**src/rtl/instr_dispatch_ctrl_pkg.sv**
```systemverilog
// Shared opcode classes, sequencer state encoding and unit select for the
// instruction dispatcher.
package instr_dispatch_ctrl_pkg;

    localparam logic [3:0] OPC_NOP    = 4'h0;
    localparam logic [3:0] OPC_HALT   = 4'h7;
    localparam logic [3:0] OPC_RSVD   = 4'h8;
    localparam logic [3:0] OPC_MEM_LO = 4'h1;
    localparam logic [3:0] OPC_MEM_HI = 4'h3;
    localparam logic [3:0] OPC_MOV_LO = 4'h4;
    localparam logic [3:0] OPC_MOV_HI = 4'h6;
    localparam logic [3:0] OPC_ALU_LO = 4'h9;
    localparam logic [3:0] OPC_ALU_HI = 4'hF;

    typedef enum logic [2:0] {
        IDLE,
        DECODE,
        ISSUE,
        WAIT,
        RETIRE,
        HALTED
    } state_t;

    typedef enum logic [1:0] {
        ALU,
        MEM,
        MOV
    } unit_t;

endpackage

```
**src/rtl/instr_dispatch_ctrl_if.sv**
```systemverilog
// Instruction handshake plus the start/done/abort bus shared with the
// execution units.
interface instr_dispatch_ctrl_if #(
    parameter int IW = 16
);
    logic [IW-1:0] instr_in;
    logic          instr_valid;
    logic          instr_ready;
    logic [IW-1:0] ir_out;
    logic          alu_start;
    logic          mem_start;
    logic          mov_start;
    logic          alu_done;
    logic          mem_done;
    logic          mov_done;
    logic          unit_abort;

    modport master (
        input  instr_in, instr_valid, alu_done, mem_done, mov_done,
        output instr_ready, ir_out, alu_start, mem_start, mov_start, unit_abort
    );

    modport slave (
        output instr_in, instr_valid, alu_done, mem_done, mov_done,
        input  instr_ready, ir_out, alu_start, mem_start, mov_start, unit_abort
    );
endinterface

```
**src/rtl/instr_dispatch_ctrl_opcode_classify.sv**
```systemverilog
// Combinational opcode decode: selects the execution unit and flags the
// NOP, HALT and reserved opcodes.
module instr_dispatch_ctrl_opcode_classify
    import instr_dispatch_ctrl_pkg::*;
(
    input  logic [3:0] opcode,
    output unit_t      unit,
    output logic       is_nop,
    output logic       is_halt,
    output logic       is_illegal
);

    always_comb begin
        unit       = ALU;
        is_nop     = 1'b0;
        is_halt    = 1'b0;
        is_illegal = 1'b0;
        if (opcode == OPC_NOP) begin
            is_nop = 1'b1;
        end else if (opcode == OPC_HALT) begin
            is_halt = 1'b1;
        end else if (opcode == OPC_RSVD) begin
            is_illegal = 1'b1;
        end else if (opcode >= OPC_MEM_LO && opcode <= OPC_MEM_HI) begin
            unit = MEM;
        end else if (opcode >= OPC_MOV_LO && opcode <= OPC_MOV_HI) begin
            unit = MOV;
        end else if (opcode >= OPC_ALU_LO && opcode <= OPC_ALU_HI) begin
            unit = ALU;
        end
    end

endmodule

```
**src/rtl/instr_dispatch_ctrl.sv**
```systemverilog
// Instruction sequencer: latches one instruction, dispatches it to a single
// execution unit, times out hung units and counts retirements.
module instr_dispatch_ctrl
    import instr_dispatch_ctrl_pkg::*;
#(
    parameter int IW      = 16,
    parameter int TIMEOUT = 31,
    parameter int CNT_W   = 16
) (
    input  logic                 clk,
    input  logic                 rst,
    instr_dispatch_ctrl_if.master bus,
    output logic                 busy,
    output logic                 retired,
    output logic                 illegal,
    output logic                 timeout_err,
    input  logic                 err_clr,
    output logic                 halted,
    input  logic                 resume,
    output logic [CNT_W-1:0]     retire_cnt
);

    localparam logic [7:0] TIMEOUT_CNT = 8'(TIMEOUT);

    state_t     state;
    unit_t      unit_sel;
    logic [7:0] timer;

    unit_t cls_unit;
    logic  cls_nop;
    logic  cls_halt;
    logic  cls_illegal;
    logic  sel_done;

    instr_dispatch_ctrl_opcode_classify u_classify (
        .opcode     (bus.ir_out[IW-1 -: 4]),
        .unit       (cls_unit),
        .is_nop     (cls_nop),
        .is_halt    (cls_halt),
        .is_illegal (cls_illegal)
    );

    // Only the unit that was issued may complete the instruction.
    always_comb begin
        sel_done = 1'b0;
        case (unit_sel)
            ALU:     sel_done = bus.alu_done;
            MEM:     sel_done = bus.mem_done;
            MOV:     sel_done = bus.mov_done;
            default: sel_done = 1'b0;
        endcase
    end

    // Outputs are assigned on the transition into the state that owns them.
    always_ff @(posedge clk or negedge rst) begin
        if (!rst) begin
            state           <= IDLE;
            unit_sel        <= ALU;
            timer           <= '0;
            bus.ir_out      <= '0;
            bus.instr_ready <= 1'b0;
            bus.alu_start   <= 1'b0;
            bus.mem_start   <= 1'b0;
            bus.mov_start   <= 1'b0;
            bus.unit_abort  <= 1'b0;
            busy            <= 1'b0;
            retired         <= 1'b0;
            illegal         <= 1'b0;
            timeout_err     <= 1'b0;
            halted          <= 1'b0;
            retire_cnt      <= '0;
        end else begin
            bus.alu_start  <= 1'b0;
            bus.mem_start  <= 1'b0;
            bus.mov_start  <= 1'b0;
            bus.unit_abort <= 1'b0;
            retired        <= 1'b0;
            illegal        <= 1'b0;
            if (err_clr) begin
                timeout_err <= 1'b0;
            end

            case (state)
                IDLE: begin
                    if (bus.instr_valid && bus.instr_ready) begin
                        bus.ir_out      <= bus.instr_in;
                        bus.instr_ready <= 1'b0;
                        busy            <= 1'b1;
                        state           <= DECODE;
                    end else begin
                        bus.instr_ready <= 1'b1;
                    end
                end

                DECODE: begin
                    unit_sel <= cls_unit;
                    if (cls_nop || cls_illegal) begin
                        retired    <= 1'b1;
                        illegal    <= cls_illegal;
                        retire_cnt <= retire_cnt + CNT_W'(1);
                        state      <= RETIRE;
                    end else if (cls_halt) begin
                        busy   <= 1'b0;
                        halted <= 1'b1;
                        state  <= HALTED;
                    end else begin
                        bus.alu_start <= (cls_unit == ALU);
                        bus.mem_start <= (cls_unit == MEM);
                        bus.mov_start <= (cls_unit == MOV);
                        timer         <= '0;
                        state         <= ISSUE;
                    end
                end

                ISSUE: begin
                    timer <= timer + 8'd1;
                    state <= WAIT;
                end

                // timer holds the number of the current WAIT cycle.
                WAIT: begin
                    if (sel_done) begin
                        retired    <= 1'b1;
                        retire_cnt <= retire_cnt + CNT_W'(1);
                        state      <= RETIRE;
                    end else if (timer == TIMEOUT_CNT) begin
                        bus.unit_abort <= 1'b1;
                        timeout_err    <= 1'b1;
                        retired        <= 1'b1;
                        retire_cnt     <= retire_cnt + CNT_W'(1);
                        state          <= RETIRE;
                    end else begin
                        timer <= timer + 8'd1;
                    end
                end

                RETIRE: begin
                    busy            <= 1'b0;
                    bus.instr_ready <= 1'b1;
                    state           <= IDLE;
                end

                HALTED: begin
                    if (resume) begin
                        halted          <= 1'b0;
                        bus.instr_ready <= 1'b1;
                        state           <= IDLE;
                    end
                end

                default: begin
                    busy            <= 1'b0;
                    halted          <= 1'b0;
                    bus.instr_ready <= 1'b0;
                    state           <= IDLE;
                end
            endcase
        end
    end

endmodule

```
**src/flat_wrapper.sv**
```systemverilog
// flat-port wrapper written by rule: the top's interface ports become plain ports
module instr_dispatch_ctrl_flat import instr_dispatch_ctrl_pkg::*;
#(
    parameter int IW      = 16,
    parameter int TIMEOUT = 31,
    parameter int CNT_W   = 16
)
  (clk, rst, busy, retired, illegal, timeout_err, err_clr, halted, resume, retire_cnt, bus_instr_in, bus_instr_valid, bus_alu_done, bus_mem_done, bus_mov_done, bus_instr_ready, bus_ir_out, bus_alu_start, bus_mem_start, bus_mov_start, bus_unit_abort);
  instr_dispatch_ctrl_if #(.IW(IW)) bus_i ();
  input  logic clk;
  input  logic rst;
  output logic busy;
  output logic retired;
  output logic illegal;
  output logic timeout_err;
  input  logic err_clr;
  output logic halted;
  input  logic resume;
  output logic [CNT_W-1:0] retire_cnt;
  input wire logic [$bits(bus_i.instr_in)-1:0] bus_instr_in;
  input wire logic [$bits(bus_i.instr_valid)-1:0] bus_instr_valid;
  input wire logic [$bits(bus_i.alu_done)-1:0] bus_alu_done;
  input wire logic [$bits(bus_i.mem_done)-1:0] bus_mem_done;
  input wire logic [$bits(bus_i.mov_done)-1:0] bus_mov_done;
  output wire logic [$bits(bus_i.instr_ready)-1:0] bus_instr_ready;
  output wire logic [$bits(bus_i.ir_out)-1:0] bus_ir_out;
  output wire logic [$bits(bus_i.alu_start)-1:0] bus_alu_start;
  output wire logic [$bits(bus_i.mem_start)-1:0] bus_mem_start;
  output wire logic [$bits(bus_i.mov_start)-1:0] bus_mov_start;
  output wire logic [$bits(bus_i.unit_abort)-1:0] bus_unit_abort;
  assign bus_i.instr_in = bus_instr_in;
  assign bus_i.instr_valid = bus_instr_valid;
  assign bus_i.alu_done = bus_alu_done;
  assign bus_i.mem_done = bus_mem_done;
  assign bus_i.mov_done = bus_mov_done;
  assign bus_instr_ready = bus_i.instr_ready;
  assign bus_ir_out = bus_i.ir_out;
  assign bus_alu_start = bus_i.alu_start;
  assign bus_mem_start = bus_i.mem_start;
  assign bus_mov_start = bus_i.mov_start;
  assign bus_unit_abort = bus_i.unit_abort;
  instr_dispatch_ctrl #(.IW(IW), .TIMEOUT(TIMEOUT), .CNT_W(CNT_W)) u_core (.clk(clk), .rst(rst), .bus(bus_i), .busy(busy), .retired(retired), .illegal(illegal), .timeout_err(timeout_err), .err_clr(err_clr), .halted(halted), .resume(resume), .retire_cnt(retire_cnt));
endmodule
```
**config.mk**
```make
export PLATFORM = sky130hd
export DESIGN_NAME = instr_dispatch_ctrl_flat
export DESIGN_NICKNAME = d
export VERILOG_FILES = /design/src/rtl/instr_dispatch_ctrl_pkg.sv /design/src/rtl/instr_dispatch_ctrl_if.sv /design/src/rtl/instr_dispatch_ctrl_opcode_classify.sv /design/src/rtl/instr_dispatch_ctrl.sv /design/src/flat_wrapper.sv
export SDC_FILE = /design/constraint.sdc
export NUM_CORES = 1
export LEC_CHECK = 0
export BUFFER_PORTS_ARGS = -buffer_cell sky130_fd_sc_hd__buf_4
export CORE_UTILIZATION = 36
export DETAILED_ROUTE_END_ITERATION = 6
export PLACE_DENSITY = 0.61
export SLEW_MARGIN = 20
export SYNTH_ARGS = -nofsm -noshare
export SYNTH_HDL_FRONTEND = slang
export SYNTH_SLANG_ARGS = --single-unit
```
**constraint.sdc**
```tcl
create_clock -name clk -period 4.3 [get_ports clk]
set_clock_uncertainty 0.2 [all_clocks]
set_input_delay 0.215 -clock clk [delete_from_list [all_inputs] [get_ports clk]]
set_output_delay 0.215 -clock clk [all_outputs]
set_load 0.03 [all_outputs]
```
==> results.md <==
* VDD IR max at 331 uV
* Highest clock rate at 419 MHz
* Die H at 85.3 um
* Fin Setup TNS at 0 ns
* Row count at 29
* Pin count of the biggest net entering global routing at 56
* Crit-path cells: nor2b_1, nand2_1, a2111oi_0, nor2_1, a21oi_1
* Initial antenna violation count at 0
* Busiest grt layer: met2
* Core ar. at 0.00653 mm2
* Drt drc at 0
* GRT overflow at 0
* Crit path max fanout at 15
* Via count at 1982
* Max-cap viol count at 0
* CP Data Required Time at 4.33 ns
* Layout cells sized above 1 at 31.5%
* Combinational family with the most area after synthesis: simple AND/OR/NAND/NOR gates
* Leakage at 1.54 nW
* Tmin final at 2.39 ns
* Max Buffers Root-to-Sink at 2
* Met3 track utilization from global routing at 3.99%
* Clock Latency Late Sink at 0.30 ns
* Compound-Gate Fraction of Synth Area at 8.42%
* Power Density at 671 mW/mm2
* Yosys warns at 0
* CTS tree: yes
* Synth unique cells at 43
* Crit path capture type: register
* Status: complete, no violations
* Post-synth ARST share at 100%
* Max Slew Vio Count at 0
* Synth Instances at 220
* Critical path's slowest cell: nor2b_1
* Tot GR Track Use at 16.2%
* Initial core utilization at 38.2%
* Placer Congestion at 0.775
* Startpoint Class: register
* Commonest non-fill, non-tap cell in the layout: buf_4
* Die footprint at 0.00727 mm2
* Post-Synth Simple-Gate Area at 18.9%
* GR met1 Demand/Resource at 22.5%
* WL/cell at 14.5 um
* Max_slew headroom at 37.6%
* Fill count at 592
* Final Cycle Share at 55.5%
* Final Non-Filler Cells at 382
* H-Tree Depth at 2
* Clock transition at the registers of the reported paths at 0.09 ns
* WL final at 5540 um
* Reg-to-Reg Start: u_core.state[2]
* Final Hold Fails at 0
* Number of diodes at 0
* Crit path kind: register to register
* Most frequent cells in the layout: buf_4 (66), dfrtp_1 (55), dlygate4sd3_1 (18)
* Hold_sp: resume
* IO Pins at 66
* CP startpoint: u_core.state[2]
* Post-Syn Area per Cell at 11.4 um2
* Post-CTS Hold Buffers at 18
* Post-route antenna net violation count at 0
* RSZ-0062 raised after global routing: no
* Clock root buffer master: clkbuf_8
* Crit-path max cell delay at 0.66 ns
* Syn Nets at 246
* Synth Area in Adders at 1.00%
* Power Total at 0.00225 W
* Post-Place Cells at 356
* Synth Flop Type: dfrtp_1
* Mux contribution to synthesized area at 8.82%
* Vias per cell at 5.19
* Worst hold path class: input port to register
* Post-DP HPWL at 3770 um
* Setup-failing EPs final at 0
* Slew @ Worst Pin at 0.928 ns
* CTS Sinks at 55
* Die width at 85.3 um
* XOR/XNOR Fraction of Synth Area at 5.26%
* Flops & latches, synth at 55
* Number of I/O port buffers at 65
* First-pass GRT wire length at 9470 um
* DR iter-0 viols at 126
* Sequential fraction of the synthesis area at 55.1%
* Layout area overhead at 34.2%
* # Post-CTS Setup Buffers at 0
* Post-CTS Resized at 0
* Vias in the first global route at 2029
* EDFF count, synth at 0
* GRT met2 Usage at 25.1%
* Worst Path Arrival at 2.42 ns
* Post-Syn Area at 0.00250 mm2
* CTS Buf Count at 5
* 1st-pass router iterations at 4
* Nets at 330
## worst max-delay path, delay by kind of cell, from the launching register on
kind	cells	cell delay (ns)
AO/OA/AOI/OAI	2	0.68
flip-flops	1	0.56
AND/OR/NAND/NOR	3	0.88
## layout make-up
class / instances / area [um2] / area share [%]
tap: 77 / 96.3 / 2.88
clock buffer: 6 / 82.6 / 2.46
sequential: 55 / 1380 / 41.1
clock inverter: 2 / 35.0 / 1.05
inverter: 7 / 26.3 / 0.784
multi-input combinational: 151 / 1060 / 31.6
timing repair buffer: 84 / 676 / 20.2
## worst paths after layout
path | end | slack, ns | cells after the start
setup reg to reg | u_core.timer[6] | 1.91 | 5
hold reg to reg | u_core.retire_cnt[15] | 0.28 | 1
setup / recovery | u_core.timer[6] | 1.91 | 5
hold / removal | u_core.halted | 0.05 | 4
max in group asynchronous | u_core.timeout_err | 3.14 | 2
min in group asynchronous | u_core.halted | 0.29 | 2
## cells by family after synthesis
kind of cell             Yosys count
AO/OA/AOI/OAI                     33
XOR/XNOR                          15
adder cells (fa/ha/maj)            2
buffers and inverters             14
flip-flops                        55
multiplexers                      20
AND/OR/NAND/NOR                   81
## sequential cells by signal (all words and copies together) (netlist names), 2 cells and up
| register | cells |
|---|---|
| u_core.state | 3 |
| u_core.unit_sel | 2 |
| u_core.retire_cnt | 16 |
| u_core.bus.ir_out | 16 |
| u_core.timer | 8 |
## power breakdown
group	switching [W]	leakage (nW)	internal [W]
sequential	0.000211	0.677	0.000687
clock	0.000162	0.0612	0.000189
combinational	0.000581	0.804	0.000419
total	0.000955	1.54	0.00129
## routing by layer
layer  vias up  part of all wire, %
li1        962                    -
met1       958                   47
met2        56                   46
met3         6                  5.7
met4         0                  1.1
met5         -                    0
## synthesized netlist by cell type, types with 2 or more instances
| library cell | count | share of area [%] |
|---|---|---|
| and4_1 | 2 | 0.70 |
| and3_2 | 2 | 0.60 |
| or3_1 | 2 | 0.50 |
| nor3b_1 | 2 | 0.60 |
| nand2b_1 | 4 | 1.0 |
| a31oi_1 | 13 | 3.3 |
| a21oi_1 | 4 | 0.80 |
| nand2_1 | 15 | 2.3 |
| nor2_1 | 12 | 1.8 |
| inv_1 | 6 | 0.90 |
| nand3b_1 | 6 | 1.8 |
| mux2i_1 | 4 | 1.6 |
| nand3_1 | 7 | 1.4 |
| buf_2 | 2 | 0.40 |
| nor3_1 | 9 | 1.8 |
| nor4_1 | 2 | 0.50 |
| xor2_1 | 8 | 2.8 |
| a21o_1 | 3 | 0.90 |
| and3_1 | 5 | 1.3 |
| dfrtp_1 | 55 | 55 |
| xnor2_1 | 7 | 2.5 |
| ha_1 | 2 | 1.0 |
| o21ai_0 | 5 | 1.0 |
| clkbuf_1 | 3 | 0.45 |
| mux2_2 | 16 | 7.2 |
| nand4_1 | 7 | 1.8 |
## metrics by stage
stage                     utilization, %  hold WS, ns  instance area [um2]  setup WS [ns]
final                               51.3       0.0463                 3350           1.91
after global routing                51.3       0.0703                 3350           1.65
after CTS                           51.3       0.0393                 3350           1.89
after detailed placement            46.7        0.114                 3050           1.90
after global placement              46.7        0.119                 3050           1.98
after floorplan                        -       -0.281                 2500           2.09
Note: power is estimated with default switching activity, not from simulation.
